**src/rtl/tetris_pkg.sv**
```systemverilog
// Shared Tetris datapath definitions: board geometry defaults, row type and
// the line-clear sequencer state encoding.
package tetris_pkg;

  localparam int BOARD_W = 10;
  localparam int BOARD_H = 20;

  typedef logic [BOARD_W-1:0] row_t;

  // Fixed encodings keep the state bus stable for legacy debug tooling.
  localparam logic [2:0] ST_IDLE    = 3'd0;
  localparam logic [2:0] ST_CHK_RD  = 3'd1;
  localparam logic [2:0] ST_CHK     = 3'd2;
  localparam logic [2:0] ST_SH_RD   = 3'd3;
  localparam logic [2:0] ST_SH_WR   = 3'd4;
  localparam logic [2:0] ST_CLR_TOP = 3'd5;
  localparam logic [2:0] ST_DONE    = 3'd6;

  typedef enum logic [2:0] {
    IDLE    = ST_IDLE,
    CHK_RD  = ST_CHK_RD,
    CHK     = ST_CHK,
    SH_RD   = ST_SH_RD,
    SH_WR   = ST_SH_WR,
    CLR_TOP = ST_CLR_TOP,
    DONE    = ST_DONE
  } rc_state_t;

endpackage

```
**src/rtl/board_row_clear_if.sv**
```systemverilog
// Control handshake plus board RAM port between game logic, the row-clear
// sequencer and the single-port board RAM.
interface board_row_clear_if #(
  parameter int BOARD_W = 10,
  parameter int ADDR_W  = 5,
  parameter int CNT_W   = 5
);
  logic               start;
  logic               busy;
  logic               done;
  logic [CNT_W-1:0]   lines_cleared;
  logic               ram_wen;
  logic [ADDR_W-1:0]  ram_addr;
  logic [BOARD_W-1:0] ram_din;
  logic [BOARD_W-1:0] ram_dout;

  modport master (
    output start, ram_dout,
    input  busy, done, lines_cleared, ram_wen, ram_addr, ram_din
  );

  modport slave (
    input  start, ram_dout,
    output busy, done, lines_cleared, ram_wen, ram_addr, ram_din
  );
endinterface

```
**src/rtl/board_row_clear.sv**
```systemverilog
// Line-clear sequencer: scans the board bottom to top, deletes full rows by
// shifting everything above down one row, and reports how many were removed.
module board_row_clear #(
  parameter int BOARD_W = tetris_pkg::BOARD_W,
  parameter int BOARD_H = tetris_pkg::BOARD_H,
  parameter int ADDR_W  = 5,
  parameter int CNT_W   = 5
) (
  input logic              clk,
  input logic              reset,
  board_row_clear_if.slave bus
);
  import tetris_pkg::*;

  localparam logic [BOARD_W-1:0] FULL_ROW = {BOARD_W{1'b1}};
  localparam logic [ADDR_W-1:0]  LAST_ROW = ADDR_W'(BOARD_H - 1);

  rc_state_t         state_q, state_d;
  logic [ADDR_W-1:0] r_q, r_d;
  logic [ADDR_W-1:0] k_q, k_d;
  logic [CNT_W-1:0]  cnt_q, cnt_d;
  logic [CNT_W-1:0]  lines_q, lines_d;

  // Next-state and datapath-register update for the scan/shift sequence.
  always_comb begin
    state_d = state_q;
    r_d     = r_q;
    k_d     = k_q;
    cnt_d   = cnt_q;
    lines_d = lines_q;
    case (state_q)
      IDLE: begin
        if (bus.start) begin
          state_d = CHK_RD;
          r_d     = LAST_ROW;
          cnt_d   = {CNT_W{1'b0}};
        end else begin
          state_d = IDLE;
        end
      end
      CHK_RD: state_d = CHK;
      CHK: begin
        if (bus.ram_dout == FULL_ROW) begin
          cnt_d   = cnt_q + CNT_W'(1);
          k_d     = r_q;
          state_d = (r_q != {ADDR_W{1'b0}}) ? SH_RD : CLR_TOP;
        end else if (r_q != {ADDR_W{1'b0}}) begin
          r_d     = r_q - ADDR_W'(1);
          state_d = CHK_RD;
        end else begin
          // Result is published on entry so it is valid alongside done.
          lines_d = cnt_q;
          state_d = DONE;
        end
      end
      SH_RD: state_d = SH_WR;
      SH_WR: begin
        if (k_q > ADDR_W'(1)) begin
          k_d     = k_q - ADDR_W'(1);
          state_d = SH_RD;
        end else begin
          state_d = CLR_TOP;
        end
      end
      // r is left alone so the row that just dropped into it is re-checked.
      CLR_TOP: state_d = CHK_RD;
      DONE:    state_d = IDLE;
      default: state_d = IDLE;
    endcase
  end

  // State and datapath registers with synchronous reset.
  always_ff @(posedge clk) begin
    if (reset) begin
      state_q <= IDLE;
      r_q     <= {ADDR_W{1'b0}};
      k_q     <= {ADDR_W{1'b0}};
      cnt_q   <= {CNT_W{1'b0}};
      lines_q <= {CNT_W{1'b0}};
    end else begin
      state_q <= state_d;
      r_q     <= r_d;
      k_q     <= k_d;
      cnt_q   <= cnt_d;
      lines_q <= lines_d;
    end
  end

  // Outputs decoded from registered state; the write data forwards the
  // RAM's own registered read port during a shift write.
  always_comb begin
    bus.busy          = (state_q != IDLE);
    bus.done          = (state_q == DONE);
    bus.lines_cleared = lines_q;
    bus.ram_wen       = 1'b0;
    bus.ram_addr      = {ADDR_W{1'b0}};
    bus.ram_din       = {BOARD_W{1'b0}};
    case (state_q)
      CHK_RD: bus.ram_addr = r_q;
      SH_RD:  bus.ram_addr = k_q - ADDR_W'(1);
      SH_WR: begin
        bus.ram_wen  = 1'b1;
        bus.ram_addr = k_q;
        bus.ram_din  = bus.ram_dout;
      end
      CLR_TOP: begin
        bus.ram_wen  = 1'b1;
        bus.ram_addr = {ADDR_W{1'b0}};
        bus.ram_din  = {BOARD_W{1'b0}};
      end
      default: begin
        bus.ram_wen  = 1'b0;
        bus.ram_addr = {ADDR_W{1'b0}};
        bus.ram_din  = {BOARD_W{1'b0}};
      end
    endcase
  end

endmodule

```
**src/flat_wrapper.sv**
```systemverilog
// flat-port wrapper written by rule: the top's interface ports become plain ports
module board_row_clear_flat import tetris_pkg::*;
#(
  parameter int BOARD_W = tetris_pkg::BOARD_W,
  parameter int BOARD_H = tetris_pkg::BOARD_H,
  parameter int ADDR_W  = 5,
  parameter int CNT_W   = 5
)
  (clk, reset, bus_start, bus_ram_dout, bus_busy, bus_done, bus_lines_cleared, bus_ram_wen, bus_ram_addr, bus_ram_din);
  board_row_clear_if #(.BOARD_W(BOARD_W), .ADDR_W(ADDR_W), .CNT_W(CNT_W)) bus_i ();
  input logic clk;
  input logic reset;
  input wire logic [$bits(bus_i.start)-1:0] bus_start;
  input wire logic [$bits(bus_i.ram_dout)-1:0] bus_ram_dout;
  output wire logic [$bits(bus_i.busy)-1:0] bus_busy;
  output wire logic [$bits(bus_i.done)-1:0] bus_done;
  output wire logic [$bits(bus_i.lines_cleared)-1:0] bus_lines_cleared;
  output wire logic [$bits(bus_i.ram_wen)-1:0] bus_ram_wen;
  output wire logic [$bits(bus_i.ram_addr)-1:0] bus_ram_addr;
  output wire logic [$bits(bus_i.ram_din)-1:0] bus_ram_din;
  assign bus_i.start = bus_start;
  assign bus_i.ram_dout = bus_ram_dout;
  assign bus_busy = bus_i.busy;
  assign bus_done = bus_i.done;
  assign bus_lines_cleared = bus_i.lines_cleared;
  assign bus_ram_wen = bus_i.ram_wen;
  assign bus_ram_addr = bus_i.ram_addr;
  assign bus_ram_din = bus_i.ram_din;
  board_row_clear #(.BOARD_W(BOARD_W), .BOARD_H(BOARD_H), .ADDR_W(ADDR_W), .CNT_W(CNT_W)) u_core (.clk(clk), .reset(reset), .bus(bus_i));
endmodule
```
**config.mk**
```make
export PLATFORM = sky130hd
export DESIGN_NAME = board_row_clear_flat
export DESIGN_NICKNAME = d
export VERILOG_FILES = /design/src/rtl/tetris_pkg.sv /design/src/rtl/board_row_clear_if.sv /design/src/rtl/board_row_clear.sv /design/src/flat_wrapper.sv
export SDC_FILE = /design/constraint.sdc
export NUM_CORES = 1
export LEC_CHECK = 0
export CORE_ASPECT_RATIO = 1.25
export CORE_MARGIN = 2
export CORE_UTILIZATION = 54
export CTS_BUF_LIST = sky130_fd_sc_hd__clkbuf_8
export CTS_CLUSTER_DIAMETER = 100
export DETAILED_ROUTE_END_ITERATION = 10
export PLACE_DENSITY = 0.87
export RECOVER_POWER = 50
export SYNTH_ARGS = -nofsm -noshare
export SYNTH_HDL_FRONTEND = slang
export SYNTH_SLANG_ARGS = --single-unit
```
**constraint.sdc**
```tcl
create_clock -name clk -period 4.08 [get_ports clk]
set_clock_uncertainty 0.15 [all_clocks]
set_input_delay 0.612 -clock clk [delete_from_list [all_inputs] [get_ports clk]]
set_output_delay 0.612 -clock clk [all_outputs]
set_load 0.01 [all_outputs]
```
# After elaboration in Yosys (flattened, before gate mapping)
# Cells that the tools add are included.
[word_totals]
regBits = 23
output_inout_bits = 23
wordCells = 52
[classes]
add_sub_neg = 3
magnitude_cmp = 1
eq_ne = 12
n_mux = 19
n_bitwise = 2
reduce_logical = 10
[op_table]
columns = ["cell", "count"]
rows = [
  ["2-to-1 mux 5 bit", 7],
  ["one-hot mux 5 bit (2 select lines)", 3],
  ["one-hot mux 3 bit (6 select lines)", 1],
  ["one-hot mux 5 bit (3 select lines)", 1],
  ["2-to-1 mux 3 bit", 4],
  ["equality test 10 bit (second input constant)", 1],
  ["2-to-1 mux 10 bit", 1],
  ["subtractor 5 x 1 -> 5 bit (second input constant)", 2],
  ["equality test 3 bit (second input constant)", 3],
  ["AND reduction 3 bit", 3],
  ["equality test 3 x 2 -> 1 bit (second input constant)", 2],
  ["inequality test 2 x 1 -> 1 bit (second input constant)", 3],
  ["adder 5 x 1 -> 5 bit (second input constant)", 1],
  ["> comparator 5 x 1 -> 1 bit (second input constant)", 1],
  ["nonzero test 5 bit", 1],
  ["inequality test 2 bit (second input constant)", 2],
  ["AND reduction 4 bit", 1],
  ["nonzero test 2 bit", 2],
  ["equality test 3 x 1 -> 1 bit (second input constant)", 1],
  ["logical NOT 3 bit", 1],
  ["nonzero test 3 bit", 1],
  ["2-to-1 mux 1 bit", 2],
  ["NOT 1 bit", 2],
  ["OR reduction 2 bit", 1],
]

# Depth between registers and ports, before layout
# Gate-level depths: netlist of run 1.
[depth]
depth_word = 4
depth_mapped = 8

# Least setup slack after synthesis of run 1
# Ideal clock, no wire load.
[synth_path]
path_type = "register to output"
start = "reg u_core.state_q[2]"
end = "out bus_ram_addr[3]"
arrival_ns = 1.551
slack_ns = 1.767
stages_incl_launch_ff = 7
path_buffers = 3
cell_sequence = "dfxtp_1 clkbuf_1 nor3b_1 clkbuf_1 clkbuf_1 nand2_1 o21ai_0"
[synth_between]
elab_chain_cells = 2
word_cells_on_any_way = 4
[synth_rtl]
columns = ["element", "line_no", "rtl"]
rows = [
  ["start, declared", "board_row_clear.sv:18", "rc_state_t state_q, state_d;"],
  ["start signal, assigned", "board_row_clear.sv:81", "state_q <= state_d;"],
  ["equality test 3 bit, or another cell as far along", "board_row_clear.sv:98", "case (state_q)"],
  ["one-hot mux 5 bit (3 select lines) (*)", "board_row_clear.sv:98", ""],
  ["end, declared", "flat_wrapper.sv:19", "output wire logic [$bits(bus_i.ram_addr)-1:0] bus_ram_addr;"],
]
# Mark *: on every way between the ends. The rest lies on a longest branch, timed or not.

# Worst setup path in the final report of run 1
[layout_path]
start = "reg u_core.k_q[0]"
end = "out bus_ram_addr[4]"
[layout_between]
elab_chain_cells = 2
[layout_rtl]
columns = ["element", "line_no", "rtl"]
rows = [
  ["start, declared", "board_row_clear.sv:20", "logic [ADDR_W-1:0] k_q, k_d;"],
  ["start signal, assigned", "board_row_clear.sv:77", "k_q <= {ADDR_W{1'b0}};"],
  ["start signal, assigned", "board_row_clear.sv:83", "k_q <= k_d;"],
  ["subtractor 5 x 1 -> 5 bit", "board_row_clear.sv:100", "SH_RD: bus.ram_addr = k_q - ADDR_W'(1);"],
  ["one-hot mux 5 bit (3 select lines)", "board_row_clear.sv:98", ""],
]
# Every way passes these cells.

==> results of run 1 <==
where the power goes:
group / switching [mW] / internal (mW)
sequential: 0.0195 / 0.233
clock: 0.0740 / 0.0683
combinational: 0.0697 / 0.0665
total: 0.163 / 0.368
final timing paths:
| kind | from | endpoint | slack [ns] |
|---|---|---|---|
| max reg2reg | u_core.state_q[1]$_SDFF_PP0_ | u_core.cnt_q[4]$_SDFFE_PP0P_ | 1.43 |
| max | u_core.k_q[0]$_SDFFE_PP0P_ | bus_ram_addr[4] | 1.04 |
| min | u_core.bus.lines_cleared[1]$_SDFFE_PP0P_ | u_core.bus.lines_cleared[1]$_SDFFE_PP0P_ | 0.35 |
| min reg2reg | u_core.bus.lines_cleared[1]$_SDFFE_PP0P_ | u_core.bus.lines_cleared[1]$_SDFFE_PP0P_ | 0.35 |
registers in the layout (all words and copies together), names as in the netlist:
register                  count
u_core.bus.lines_cleared      5
u_core.cnt_q                  5
u_core.k_q                    5
u_core.r_q                    5
u_core.state_q                3
kinds of logic (layout without fill, tap and decap cells):
logic type	after synthesis	count (layout)	share of synthesized area (%)
simple gates	73	73	29.2
compound gates	42	42	19.4
flops	23	23	32.1
buf+inv	18	47	5.32
mux	12	12	8.38
fa+ha+maj	5	5	4.36
xor+xnor	2	2	1.22
cell type report:
type | instances | share of cell area (%)
multi-input cells | 134 | 49.0
clock buffers | 3 | 2.26
repair buffers | 36 | 19.6
well taps | 33 | 2.26
clock inverters | 1 | 0.274
flip-flops and latches | 23 | 25.2
inverters | 7 | 1.44
critical path, cell delays in order (launching register included):
cell             delay (ns)
dfxtp_1                0.34
inv_1                  0.15
ha_1                   0.25
nor3b_1                0.24
xor2_1                 0.21
mux2i_1                0.09
o21ai_0                0.16
clkdlybuf4s50_1        0.55
metal layers:
metal,vias to the layer above,global-route usage [%]
li1,703,-
met1,672,28.7
met2,33,49.2
met3,5,2.67
met4,0,7.14
met5,-,0
cell usage in the layout (no fill, tap or decap), types with 2 or more instances in the layout:
master and n:
o21ai_0 8, and2_1 10, mux2i_1 12, o31ai_1 2
clkbuf_8 3, clkdlybuf4s50_1 26, ha_1 5, a221oi_1 2
dfxtp_1 23, o22ai_1 5, inv_1 7, dlygate4sd3_1 9
o21a_1 3, nor2_1 13, or4_1 4, a21oi_1 10
nand4_1 2, nand3_1 10, nor2b_1 2, nor3b_1 4
xor2_1 2, nand2_1 10, nor3_1 2, or3_1 6
a31oi_1 2
per-stage QoR:
step | setup slack (ns) | util (%) | power [mW]
2_1_floorplan | 1.77 | - | 0.341
3_3_place_gp | 1.33 | 72.0 | 0.387
3_5_place_dp | 1.26 | 72.0 | 0.391
4_1_cts | 1.04 | 73.8 | 0.531
5_1_grt | 0.839 | 73.7 | 0.551
6_report | 1.04 | 73.7 | 0.531
==> impl_metrics.env, run 1 <==
export IMPL_status="completed"
export IMPL_yosysUniqueCellTypes=45
export IMPL_startpoint_type="flop"
export IMPL_final_setup_tns_ns=0
export IMPL_dp_final_hpwl_um=2710
export IMPL_cts_hold_buffers=0
export IMPL_dp_cells=233
export IMPL_die_area_mm2=0.00309
export IMPL_syn_area_mm2=0.00143
export IMPL_syn_num_nets=193
export IMPL_clock_latency_ns=0.27
export IMPL_cts_tree="yes"
export IMPL_design_core_area_mm2=0.00248
export IMPL_leakagePower_nw=0.638
export IMPL_drt_total_wl_um=3650
export IMPL_start_util_pct=57.9
export IMPL_cts_resized=0
export IMPL_numCtsBuffers=3
export IMPL_route_met3_wl_um=119
export IMPL_cts_root_buf="clkbuf_8"
export IMPL_ir_drop_uv=260
export IMPL_io_buffer_count=35
export IMPL_firstDrtPassIters=4
export IMPL_ys_ff_latch=23
export IMPL_post_route_drc_count=0
export IMPL_drtIter0Drc=42
export IMPL_critPathCaptureType="output port"
export IMPL_antenna_found_initial=0
export IMPL_via_per_inst=5.96
export IMPL_drive_above_1_share_pct=4.41
export IMPL_synthTopCellsByArea="dfxtp_1 32%, mux2i_1 8.4%, and2_1 4.8%, ha_1 4.4%, a21oi_1 3.5%"
export IMPL_antenna_cells=0
export IMPL_final_period_utilization_pct=74.5
export IMPL_finalNonFillerCells=237
export IMPL_clkSlewWorstSetupHoldPaths_ns=0.08
export IMPL_final_seq_area_um2=460
export IMPL_grt_usage_pct=25.1
export IMPL_worstPathRequired_ns=3.32
export IMPL_grt_pass1_wl_um=6020
export IMPL_dr_wl_met2_um=1990
export IMPL_grt_pass1_vias=1370
export IMPL_synthTopCellsByCount="23 x dfxtp_1, 13 x nor2_1, 12 x mux2i_1, 11 x and2_1"
export IMPL_rr_worst_depth=4
export IMPL_clockBufferDepth=2
export IMPL_ioPinCount=36
export IMPL_hold_path_class="flop to flop"
export IMPL_max_freq_mhz=329
export IMPL_yosysSeqAreaShare_pct=32.1
export IMPL_syn_to_final_growth_pct=27.4
export IMPL_placed_area_mm2=0.00178
export IMPL_syn_inst=175
export IMPL_postLayoutCellArea_mm2=0.00183
export IMPL_htreeDepth=1
export IMPL_finalHoldViolations=0
export IMPL_finish_net_count=223
export IMPL_drtAntennaViolNets=0
export IMPL_crit_fanout=5
export IMPL_cap_violations=0
export IMPL_hold_worst_slack_ns=0.347
export IMPL_setup_violations_final=0
export IMPL_yosysWarningCount=0
export IMPL_rows=20
export IMPL_avgSynthCellArea_um2=8.19
export IMPL_power_density_mw_per_mm2=291
export IMPL_rsz0062_at_grt="false"
export IMPL_highest_layer="met4"
export IMPL_synth_edf_count=0
export IMPL_fp_dieH_um=61.6
export IMPL_synth_ff_type="dfxtp_1"
export IMPL_worst_pin_slew_ns=0.914
export IMPL_nFillCells=182
export IMPL_synth_top_area_cell="dfxtp_1"
export IMPL_min_path_cells=2
export IMPL_slew_headroom_pct=38.6
export IMPL_ys_async_sr_fraction_pct=0
export IMPL_clock_sinks=23
export IMPL_die_x_um=50.1
export IMPL_cts_setup_buffers=0
export IMPL_slew_viol_final=0
export IMPL_arrival_ns=2.28
export IMPL_synth_most_common_cell="dfxtp_1"
export IMPL_period_needed_ns=3.04
export IMPL_grt_max_degree=21
export IMPL_gp_congestion=0.928
export IMPL_yosys_area_top_type_share_pct=32.1
export IMPL_vias=1413
export IMPL_wl_met1_um=1510
export IMPL_path_class="flop to output port"
export IMPL_overflow=0
export IMPL_multi_input_area_um2=895
export IMPL_wire_per_inst_um=15.4
No activity file was read; power rests on OpenSTA's default activity.
==> inputs of run 2 (changes only) <==
--- a/config.mk
+++ b/config.mk
@@ -7,11 +7,11 @@
 export LEC_CHECK = 0
 export CORE_ASPECT_RATIO = 1.25
 export CORE_MARGIN = 2
-export CORE_UTILIZATION = 54
+export CORE_UTILIZATION = 51
 export CTS_BUF_LIST = sky130_fd_sc_hd__clkbuf_8
 export CTS_CLUSTER_DIAMETER = 100
 export DETAILED_ROUTE_END_ITERATION = 10
-export PLACE_DENSITY = 0.87
+export PLACE_DENSITY = 0.83
 export RECOVER_POWER = 50
 export SYNTH_ARGS = -nofsm -noshare
 export SYNTH_HDL_FRONTEND = slang
==> constraint.sdc (replaced) <==
create_clock -name clk -period 3.1 [get_ports clk]
set_clock_uncertainty 0.15 [all_clocks]
set_input_delay 0.465 -clock clk [delete_from_list [all_inputs] [get_ports clk]]
set_output_delay 0.465 -clock clk [all_outputs]
set_load 0.01 [all_outputs]
==> impl_metrics.env, run 2 (same netlist as run 1, synthesis figures left out) <==
export IMPL_status="completed"
export IMPL_clock_sinks=23
export IMPL_max_freq_mhz=353
export IMPL_drtIter0Drc=34
export IMPL_rows=21
export IMPL_finalHoldViolations=0
export IMPL_final_period_utilization_pct=91.5
export IMPL_drtAntennaViolNets=0
export IMPL_grt_max_degree=21
export IMPL_finish_net_count=228
export IMPL_path_class="flop to output port"
export IMPL_cts_resized=0
export IMPL_numCtsBuffers=3
export IMPL_cts_root_buf="clkbuf_8"
export IMPL_leakagePower_nw=0.655
export IMPL_gp_congestion=0.847
export IMPL_syn_to_final_growth_pct=29.4
export IMPL_arrival_ns=2.22
export IMPL_design_core_area_mm2=0.00268
export IMPL_period_needed_ns=2.84
export IMPL_ioPinCount=36
export IMPL_die_area_mm2=0.00325
export IMPL_clockBufferDepth=2
export IMPL_hold_path_class="flop to flop"
export IMPL_htreeDepth=1
export IMPL_placed_area_mm2=0.00182
export IMPL_final_setup_tns_ns=0
export IMPL_power_switching_uw=210
export IMPL_vias=1435
export IMPL_setup_violations_final=0
export IMPL_wire_per_inst_um=14.8
export IMPL_startpoint_type="flop"
export IMPL_start_util_pct=53.5
export IMPL_firstDrtPassIters=4
export IMPL_power_density_mw_per_mm2=377
export IMPL_crit_fanout=5
export IMPL_worst_pin_slew_ns=0.659
export IMPL_pwr_share_comb_pct=26.3
export IMPL_worstPathRequired_ns=2.48
export IMPL_layout_commonest_cell="clkdlybuf4s50_1"
export IMPL_drive_above_1_share_pct=5.74
export IMPL_overflow=0
export IMPL_dp_final_hpwl_um=2790
export IMPL_fp_dieH_um=63.3
export IMPL_critPathCaptureType="output port"
export IMPL_cts_setup_buffers=0
export IMPL_power_internal_uw=491
export IMPL_cts_hold_buffers=0
export IMPL_grt_pass1_vias=1367
export IMPL_antenna_cells=0
export IMPL_nFillCells=234
export IMPL_via_per_inst=5.91
export IMPL_slew_viol_final=0
export IMPL_ir_drop_uv=296
export IMPL_pwr_share_seq_pct=47.3
export IMPL_p_clk_share_pct=26.4
export IMPL_slew_headroom_pct=56.0
export IMPL_drt_total_wl_um=3600
export IMPL_rsz0062_at_grt="false"
export IMPL_clock_latency_ns=0.26
export IMPL_cap_violations=0
export IMPL_postLayoutCellArea_mm2=0.00186
export IMPL_post_route_drc_count=0
export IMPL_switching_share_pct=29.9
export IMPL_grt_pass1_wl_um=6220
export IMPL_antenna_found_initial=0
export IMPL_grt_usage_pct=24.3
export IMPL_rrSetupSlack_ns=0.47
export IMPL_cts_tree="yes"
export IMPL_clkSlewWorstSetupHoldPaths_ns=0.08
export IMPL_die_x_um=51.4
export IMPL_io_buffer_count=35
export IMPL_layout_common_cells="28 x clkdlybuf4s50_1, 23 x dfxtp_1, 13 x nor2_1"
-- run 2: cell count changes in the layout (fill, tap and decap cells not counted) --
| cell | previous run | this run |
|---|---|---|
| clkdlybuf4s50_1 | 26 | 28 |
| clkbuf_1 | 0 | 1 |
| dlygate4sd3_1 | 9 | 7 |
| buf_4 | 1 | 5 |
| nor4b_1 | 1 | 2 |
| nor4b_2 | 1 | 0 |
-- run 2: power by group through the flow --
stage               clock network, mW  logic [mW]  registers [mW]
finish                          0.185       0.184           0.331
detailed placement                  0       0.187           0.339
global route                    0.203       0.201           0.334
floorplan                           0       0.127           0.322
CTS                             0.191       0.188           0.332
global placement                    0       0.180           0.338
-- run 2: cell type report --
cell class	instances	area [um2]	share of cell area (%)
flip-flops and latches	23	460	24.8
multi-input cells	134	888	47.9
clock inverters	1	5.00	0.270
clock buffers	3	41.3	2.23
well taps	34	42.5	2.29
repair buffers	41	392	21.1
inverters	7	26.3	1.42
-- run 2: through the flow --
stage | power [mW] | setup WS (ns) | utilization, % | hold WS [ns] | std cells
3_5_place_dp | 0.527 | 0.494 | 68.0 | 0.334 | 239
4_1_cts | 0.711 | 0.171 | 69.7 | 0.361 | 243
6_report | 0.700 | 0.264 | 69.2 | 0.346 | 243
3_3_place_gp | 0.518 | 0.539 | 68.0 | 0.328 | 239
5_1_grt | 0.738 | 0.0982 | 69.2 | 0.381 | 243
2_1_floorplan | 0.449 | 0.934 | - | 0.320 | 175
-- run 2: critical path: stages, from the launching register on --
cell and delay [ns]:
dfxtp_1 0.35, inv_1 0.14, ha_1 0.24, nor3b_2 0.20
xor2_1 0.22, mux2i_1 0.10, o21ai_0 0.17, clkdlybuf4s50_1 0.56
-- run 2: routing by layer --
metal | vias up | global-route usage, % | wire, um | part of all wire [%]
li1 | 713 | - | - | -
met1 | 678 | 28.5 | 1490 | 41
met2 | 37 | 44.1 | 1930 | 54
met3 | 7 | 2.84 | 123 | 3.4
met4 | 0 | 8.22 | 56 | 1.6
met5 | - | 0 | 0 | 0
-- run 2: worst paths after layout --
kind / start / endpoint / cells after the start
worst max register to register: u_core.state_q[1]$_SDFF_PP0_ / u_core.r_q[3]$_SDFFE_PP0P_ / 5
worst max-delay path: u_core.k_q[0]$_SDFFE_PP0P_ / bus_ram_addr[4] / 7
worst min register to register: u_core.bus.lines_cleared[2]$_SDFFE_PP0P_ / u_core.bus.lines_cleared[2]$_SDFFE_PP0P_ / 2
worst min-delay path: u_core.bus.lines_cleared[2]$_SDFFE_PP0P_ / u_core.bus.lines_cleared[2]$_SDFFE_PP0P_ / 2
